**src/rtl/cpu_pkg.sv**
```systemverilog
// Shared encodings for the CPU core: opcodes, ALU selects, controller
// states and instruction field positions.
package cpu_pkg;

  // Opcodes, instruction bits [15:12]
  localparam logic [3:0] OP_ADD  = 4'h0;
  localparam logic [3:0] OP_SUB  = 4'h1;
  localparam logic [3:0] OP_AND  = 4'h2;
  localparam logic [3:0] OP_OR   = 4'h3;
  localparam logic [3:0] OP_XOR  = 4'h4;
  localparam logic [3:0] OP_NOR  = 4'h5;
  localparam logic [3:0] OP_SHL  = 4'h6;
  localparam logic [3:0] OP_SHR  = 4'h7;
  localparam logic [3:0] OP_ADDI = 4'h8;
  localparam logic [3:0] OP_BZ   = 4'h9;
  localparam logic [3:0] OP_BPOS = 4'hA;
  localparam logic [3:0] OP_JMP  = 4'hB;
  localparam logic [3:0] OP_NOP0 = 4'hC;
  localparam logic [3:0] OP_NOP1 = 4'hD;
  localparam logic [3:0] OP_NOP2 = 4'hE;
  localparam logic [3:0] OP_HALT = 4'hF;

  // ALU selects; R-type opcodes map straight onto these
  localparam logic [3:0] ALU_ADD = 4'h0;
  localparam logic [3:0] ALU_SUB = 4'h1;
  localparam logic [3:0] ALU_AND = 4'h2;
  localparam logic [3:0] ALU_OR  = 4'h3;
  localparam logic [3:0] ALU_XOR = 4'h4;
  localparam logic [3:0] ALU_NOR = 4'h5;
  localparam logic [3:0] ALU_SHL = 4'h6;
  localparam logic [3:0] ALU_SHR = 4'h7;

  typedef enum logic [1:0] {
    S_FETCH = 2'd0,
    S_LOAD  = 2'd1,
    S_EXEC  = 2'd2,
    S_HALT  = 2'd3
  } state_t;

  // Instruction field bit positions
  localparam int OP_MSB  = 15;
  localparam int OP_LSB  = 12;
  localparam int RD_MSB  = 11;
  localparam int RD_LSB  = 9;
  localparam int RS_MSB  = 8;
  localparam int RS_LSB  = 6;
  localparam int RT_MSB  = 5;
  localparam int RT_LSB  = 3;
  localparam int IMM_MSB = 5;
  localparam int IMM_LSB = 0;
  localparam int JT_MSB  = 7;
  localparam int JT_LSB  = 0;

  // Sign-extend the 6-bit immediate to the 16-bit datapath width
  function automatic logic [15:0] sext6(input logic [5:0] v);
    return {{10{v[5]}}, v};
  endfunction

endpackage

```
**src/rtl/instr_decoder.sv**
```systemverilog
// Combinational instruction decode: IR -> datapath controls plus
// branch/jump/halt indications for the sequencing FSM.
module instr_decoder
  import cpu_pkg::*;
(
  input  logic [15:0] ir,
  output logic [3:0]  alu_sel,
  output logic        imm_sel,
  output logic        rf_write,
  output logic [15:0] imm_data,
  output logic [2:0]  rs_addr,
  output logic [2:0]  rt_addr,
  output logic [2:0]  rd_addr,
  output logic        br_zero,
  output logic        br_pos,
  output logic        jump,
  output logic        halt
);

  logic [3:0] op;

  assign op      = ir[OP_MSB:OP_LSB];
  assign rd_addr = ir[RD_MSB:RD_LSB];
  assign rs_addr = ir[RS_MSB:RS_LSB];
  assign rt_addr = ir[RT_MSB:RT_LSB];

  // Opcode decode; branches force a zero immediate so the flags reflect rs
  always_comb begin
    alu_sel  = ALU_ADD;
    imm_sel  = 1'b0;
    rf_write = 1'b0;
    imm_data = sext6(ir[IMM_MSB:IMM_LSB]);
    br_zero  = 1'b0;
    br_pos   = 1'b0;
    jump     = 1'b0;
    halt     = 1'b0;
    case (op)
      OP_ADD, OP_SUB, OP_AND, OP_OR,
      OP_XOR, OP_NOR, OP_SHL, OP_SHR: begin
        alu_sel  = {1'b0, op[2:0]};
        rf_write = 1'b1;
      end
      OP_ADDI: begin
        imm_sel  = 1'b1;
        rf_write = 1'b1;
      end
      OP_BZ: begin
        imm_sel  = 1'b1;
        imm_data = 16'h0000;
        br_zero  = 1'b1;
      end
      OP_BPOS: begin
        imm_sel  = 1'b1;
        imm_data = 16'h0000;
        br_pos   = 1'b1;
      end
      OP_JMP:  jump = 1'b1;
      OP_HALT: halt = 1'b1;
      default: ;
    endcase
  end

endmodule

```
**src/rtl/control_unit.sv**
```systemverilog
// Multi-cycle CPU controller: owns PC and IR, fetches from a synchronous
// ROM and sequences each instruction through FETCH -> LOAD -> EXEC.
//
//   state   | meaning
//   --------+-----------------------------------------------------------
//   S_FETCH | instr_addr = PC presented to the ROM
//   S_LOAD  | ROM data latched into IR, PC advanced by one
//   S_EXEC  | decode outputs live; write/flags/branch resolve on exit edge
//   S_HALT  | controls parked at reset values until reset
module control_unit
  import cpu_pkg::*;
#(
  parameter int PC_W = 8
) (
  input  logic            clock,
  input  logic            reset,
  output logic [PC_W-1:0] instr_addr,
  input  logic [15:0]     instr_data,
  input  logic            zero_flag,
  input  logic            pos_flag,
  output logic            rf_write,
  output logic [2:0]      rs_addr,
  output logic [2:0]      rt_addr,
  output logic [2:0]      rd_addr,
  output logic [15:0]     imm_data,
  output logic            imm_sel,
  output logic [3:0]      alu_sel,
  output logic            mem_write,
  output logic            halted
);

  state_t          state, state_next;
  logic [PC_W-1:0] pc;
  logic [15:0]     ir;

  logic [3:0]  dec_alu_sel;
  logic        dec_imm_sel;
  logic        dec_rf_write;
  logic [15:0] dec_imm_data;
  logic [2:0]  dec_rs, dec_rt, dec_rd;
  logic        dec_br_zero, dec_br_pos, dec_jump, dec_halt;

  logic            branch_taken;
  logic [PC_W-1:0] branch_target;
  logic [PC_W-1:0] jump_target;

  instr_decoder u_decoder (
    .ir       (ir),
    .alu_sel  (dec_alu_sel),
    .imm_sel  (dec_imm_sel),
    .rf_write (dec_rf_write),
    .imm_data (dec_imm_data),
    .rs_addr  (dec_rs),
    .rt_addr  (dec_rt),
    .rd_addr  (dec_rd),
    .br_zero  (dec_br_zero),
    .br_pos   (dec_br_pos),
    .jump     (dec_jump),
    .halt     (dec_halt)
  );

  // PC already points past the branch during EXEC, so the target is PC + offset
  assign branch_taken  = (dec_br_zero && zero_flag) || (dec_br_pos && pos_flag);
  assign branch_target = pc + PC_W'($signed(ir[IMM_MSB:IMM_LSB]));
  assign jump_target   = PC_W'(ir[JT_MSB:JT_LSB]);

  // State register
  always_ff @(posedge clock or negedge reset) begin
    if (!reset) state <= S_FETCH;
    else        state <= state_next;
  end

  // Next-state logic; HALT is sticky until reset
  always_comb begin
    state_next = state;
    case (state)
      S_FETCH: state_next = S_LOAD;
      S_LOAD:  state_next = S_EXEC;
      S_EXEC:  state_next = dec_halt ? S_HALT : S_FETCH;
      S_HALT:  state_next = S_HALT;
      default: state_next = S_FETCH;
    endcase
  end

  // Output logic; decode is exposed only in EXEC so HALT shows reset values
  always_comb begin
    rf_write = 1'b0;
    imm_sel  = 1'b0;
    alu_sel  = ALU_ADD;
    imm_data = 16'h0000;
    rs_addr  = 3'd0;
    rt_addr  = 3'd0;
    rd_addr  = 3'd0;
    halted   = (state == S_HALT);
    if (state == S_EXEC) begin
      rf_write = dec_rf_write;
      imm_sel  = dec_imm_sel;
      alu_sel  = dec_alu_sel;
      imm_data = dec_imm_data;
      rs_addr  = dec_rs;
      rt_addr  = dec_rt;
      rd_addr  = dec_rd;
    end
  end

  // PC and IR: latch the instruction in LOAD, redirect on taken branch/jump in EXEC
  always_ff @(posedge clock or negedge reset) begin
    if (!reset) begin
      pc <= '0;
      ir <= 16'h0000;
    end else begin
      case (state)
        S_LOAD: begin
          ir <= instr_data;
          pc <= pc + 1'b1;
        end
        S_EXEC: begin
          if (dec_jump)          pc <= jump_target;
          else if (branch_taken) pc <= branch_target;
        end
        default: ;
      endcase
    end
  end

  assign instr_addr = pc;
  assign mem_write  = 1'b0;

endmodule

```
**config.mk**
```make
export PLATFORM = sky130hd
export DESIGN_NAME = control_unit
export DESIGN_NICKNAME = d
export VERILOG_FILES = /design/src/rtl/cpu_pkg.sv /design/src/rtl/instr_decoder.sv /design/src/rtl/control_unit.sv
export SDC_FILE = /design/constraint.sdc
export NUM_CORES = 1
export LEC_CHECK = 0
export CELL_PAD_IN_SITES_DETAIL_PLACEMENT = 1
export CELL_PAD_IN_SITES_GLOBAL_PLACEMENT = 2
export CORE_ASPECT_RATIO = 0.8
export CORE_UTILIZATION = 28
export CTS_BUF_LIST = sky130_fd_sc_hd__clkbuf_4 sky130_fd_sc_hd__clkbuf_8
export CTS_CLUSTER_DIAMETER = 30
export DETAILED_ROUTE_END_ITERATION = 8
export PLACE_DENSITY_LB_ADDON = 0.1
export RECOVER_POWER = 100
export SLEW_MARGIN = 5
export SYNTH_ARGS = -nofsm -noshare
export SYNTH_HDL_FRONTEND = slang
export SYNTH_SLANG_ARGS = --single-unit
```
**constraint.sdc**
```tcl
create_clock -name clock -period 2.4 [get_ports clock]
set_input_delay 0.6 -clock clock [delete_from_list [all_inputs] [get_ports clock]]
set_output_delay 0.6 -clock clock [all_outputs]
set_load 0.1 [all_outputs]
```
==> key figures <==
Floorplan
  – Floorplan die area: around 7100 sq um
  – # rows: 26
  – Area inside the core boundary: 6470 sq um
  – Initial Util: 0.295
  – Width of the die: ~94 um
  – I/O Pins: 61
  – Die height: between 70 and 80 um

Synth
  – Number of register bits inferred by synthesis: 26
  – Synthesized cell area: between 1500 and 2000 sq um
  – Register area share after synthesis: 0.341
  – Number of warnings reported in the yosys synthesis log: 0
  – Distinct cells, synth: 50
  – Synth Area per Inst: approximately 9.4 sq um
  – Number of instances in the synthesized netlist: a little over 200

Clock network
  – CTS tree: done
  – Clk pin slew, worst setup/hold paths: 100 ps
  – Cts hold-fix bufs: 0
  – Clock insertion delay at the later pin of the skew report: between 200 and 300 ps
  – Clock tree sinks: 26
  – Clk root buf: sky130_fd_sc_hd__clkbuf_8
  – Clock buffers created by TritonCTS: 3
  – H-tree levels: 1
  – Maximum clock insertion buffer count: 2

Placement
  – Inst Count DP: around 340
  – Half-perimeter wire length of the detailed placement result: ~4800 um
  – Number of buffers added on ports: 58
  – GPL Wtd Cong: 0.793

Layout
  – Fraction of final layout cells with drive strength greater than 1: 0.342
  – Layout area overhead: 46.9%
  – Number of diodes: 0
  – Total number of nets in the final design: just under 300
  – Most common cell after layout, fill and taps aside: sky130_fd_sc_hd__dfrtp_1
  – Post-Layout Cell Count: 350
  – Commonest non-fill, non-tap cells in the layout: sky130_fd_sc_hd__dfrtp_1, sky130_fd_sc_hd__clkdlybuf4s50_1, sky130_fd_sc_hd__mux2_2, sky130_fd_sc_hd__buf_4, sky130_fd_sc_hd__a21oi_1
  – Count of fill cells added during filler insertion: about 800

Worst setup path
  – Critical path start-end classification: register to primary output
  – Crit-path most repeated cell: sky130_fd_sc_hd__buf_4
  – Slowest cell on the critical path: sky130_fd_sc_hd__dfrtp_1
  – Delay contributed by the slowest stage of the critical path: slightly below 400 ps
  – Critical path data required time: between 1500 and 2000 ps
  – Critical Path Start Type: register
  – Data arrival at the endpoint of the critical path: 1680 ps
  – Chain of cells forming the critical path: buf_4 -> nor2_1 -> buf_4 -> and2_1 -> buf_6
  – Endpoint kind of the worst setup timing path: primary output
  – CP Max Fanout: 8

Detailed routing
  – Final WL: 6080 um
  – Routed length per instance: 17.4 um
  – Number of detailed-route iterations in the first pass: 4
  – Max layer used: met4
  – Metal2 WL: between 2000 and 3000 um
  – Detail Route met3 WL: around 300 um
  – Per-cell via count in the routed design: between 4 and 5
  – 1st-iter DRT viols: between 40 and 50
  – DRC violations left: 0
  – Detailed-route via count: approximately 1700
  – DRT antenna net count: 0
  – Met1 wire length: a little under 3000 um

Timing
  – Final critical-path required period: approximately 2300 ps
  – Final clock period utilization by the worst path: 0.952
  – Slew @ Worst Pin: between 700 and 800 ps
  – Pins Over Slew Limit: 0
  – Worst-case headroom to the max-slew limit: 0.482
  – Fmax: around 440 MHz
  – Total setup violations reported at the end of the flow: 0
  – Unrepaired setup endpoints after global routing: no
  – Number of endpoints with negative hold slack in the final report: 0
  – Maximum clock skew at final layout: 9.33 ps

Worst hold path
  – Worst min path class: register to register

Flow run
  – Reported max-cap violation count: 0

GRT
  – Pin count of the biggest net entering global routing: 27
  – Initial antenna violation count: 0
  – Number of global-route vias before repair: 1826
  – Global-route wire length before repair: between 9000 and 10000 um
  – GRT overflow: 0
  – GRT Resource Usage Total: 0.187

Run status
  – Run status: completed
cell families after synthesis:
| group | synth area share |
|---|---|
| buffers and inverters | 0.0866 |
| adder cells (fa/ha/maj) | 0.0630 |
| other | 0.00197 |
| XOR/XNOR | 0.0184 |
| AO/OA/AOI/OAI | 0.167 |
| flip-flops | 0.341 |
| multiplexers | 0.111 |
| AND/OR/NAND/NOR | 0.211 |
worst paths after layout:
kind                                           start                        end  slack, ps  cells after the start
setup / recovery                  state[0]$_DFF_PN0_                 rd_addr[2]        120                      5
hold / removal                    ir[11]$_DFFE_PN0P_         ir[11]$_DFFE_PN0P_        510                      1
setup reg to reg           instr_addr[2]$_DFFE_PN0P_  instr_addr[7]$_DFFE_PN0P_        200                      6
hold reg to reg                   ir[11]$_DFFE_PN0P_         ir[11]$_DFFE_PN0P_        510                      1
max in group asynchronous                      reset  instr_addr[4]$_DFFE_PN0P_        990                      2
min in group asynchronous                      reset         state[0]$_DFF_PN0_        920                      2
critical path, delay by kind of cell, from the launching register on:
kind | cells | cell delay, ps
flip-flops | 1 | 390
AND/OR/NAND/NOR | 2 | 390
buffers and inverters | 3 | 610
state kept, by name, indices dropped and copies added, names as in the netlist:
name	cells
ir	16
instr_addr	8
state	2
synthesized netlist by cell type, drive strengths merged:
cell type | number | area [sq um]
or4 | 1 | 11.3
mux2i | 2 | 20.0
a21o | 1 | 7.51
a31oi | 3 | 18.8
dfrtp | 26 | 651
o22a | 1 | 8.76
a2bb2oi | 1 | 8.76
fa | 1 | 20.0
o31ai | 1 | 7.51
o21bai | 1 | 7.51
nand2 | 5 | 18.8
nand3 | 6 | 30.0
o21ai | 7 | 35.0
nor2 | 14 | 52.6
mux2 | 17 | 191
o211ai | 3 | 22.5
o32a | 1 | 10.0
and2 | 17 | 106
and4 | 1 | 8.76
a211oi | 5 | 37.5
nor3b | 4 | 30.0
o211a | 1 | 10.0
xor2 | 2 | 17.5
nor4b | 1 | 8.76
nor3 | 6 | 30.0
o21a | 3 | 22.5
nand2b | 3 | 21.3
ha | 8 | 100
nor4 | 1 | 6.26
buf | 17 | 128
a221oi | 1 | 15.0
conb | 1 | 3.75
nand4 | 1 | 6.26
and2b | 1 | 7.51
inv | 5 | 18.8
clkbuf | 5 | 18.8
xnor2 | 2 | 17.5
a21oi | 16 | 80.1
or3 | 2 | 12.5
nor2b | 4 | 32.5
nand4b | 1 | 8.76
o21ba | 1 | 10.0
o31a | 1 | 8.76
and4b | 1 | 10.0
o2bb2ai | 1 | 8.76
repair_timing:
| action | 4_1_cts | 5_1_grt |
|---|---|---|
| hold endpoints to repair | 0 | 0 |
| setup endpoints to repair | 11 | 15 |
| setup buffers | 2 | 0 |
| gates resized for setup | 0 | 2 |
layout make-up:
type	instances	area [sq um]	area share
timing repair buffer	80	850	0.303
sequential	26	656	0.234
tap	84	105	0.0375
inverter	5	18.8	0.00670
clock inverter	1	30.0	0.0107
clock buffer	3	41.3	0.0147
multi-input combinational	151	1100	0.393
through the flow:
step                      utilization  hold slack (ps)  instance area (sq um)  setup TNS, ps  setup slack [ps]
after floorplan                     -              304                   2020          -1510              -294
after detailed placement        0.452              488                   2930              0               103
after CTS                       0.468              512                   3030              0              6.43
after global routing            0.433              529                   2800              0              5.15
final                           0.433              506                   2800              0               116
after global placement          0.452              482                   2930              0               103
layer usage:
layer	global-route usage	vias to the layer above
met1	0.261	851
met4	0.0274	0
li1	-	847
met2	0.293	36
met3	0.0529	2
met5	0	-
Power is not shown: default switching activity piles up to over one toggle a cycle in this logic, so the estimate is an artifact.
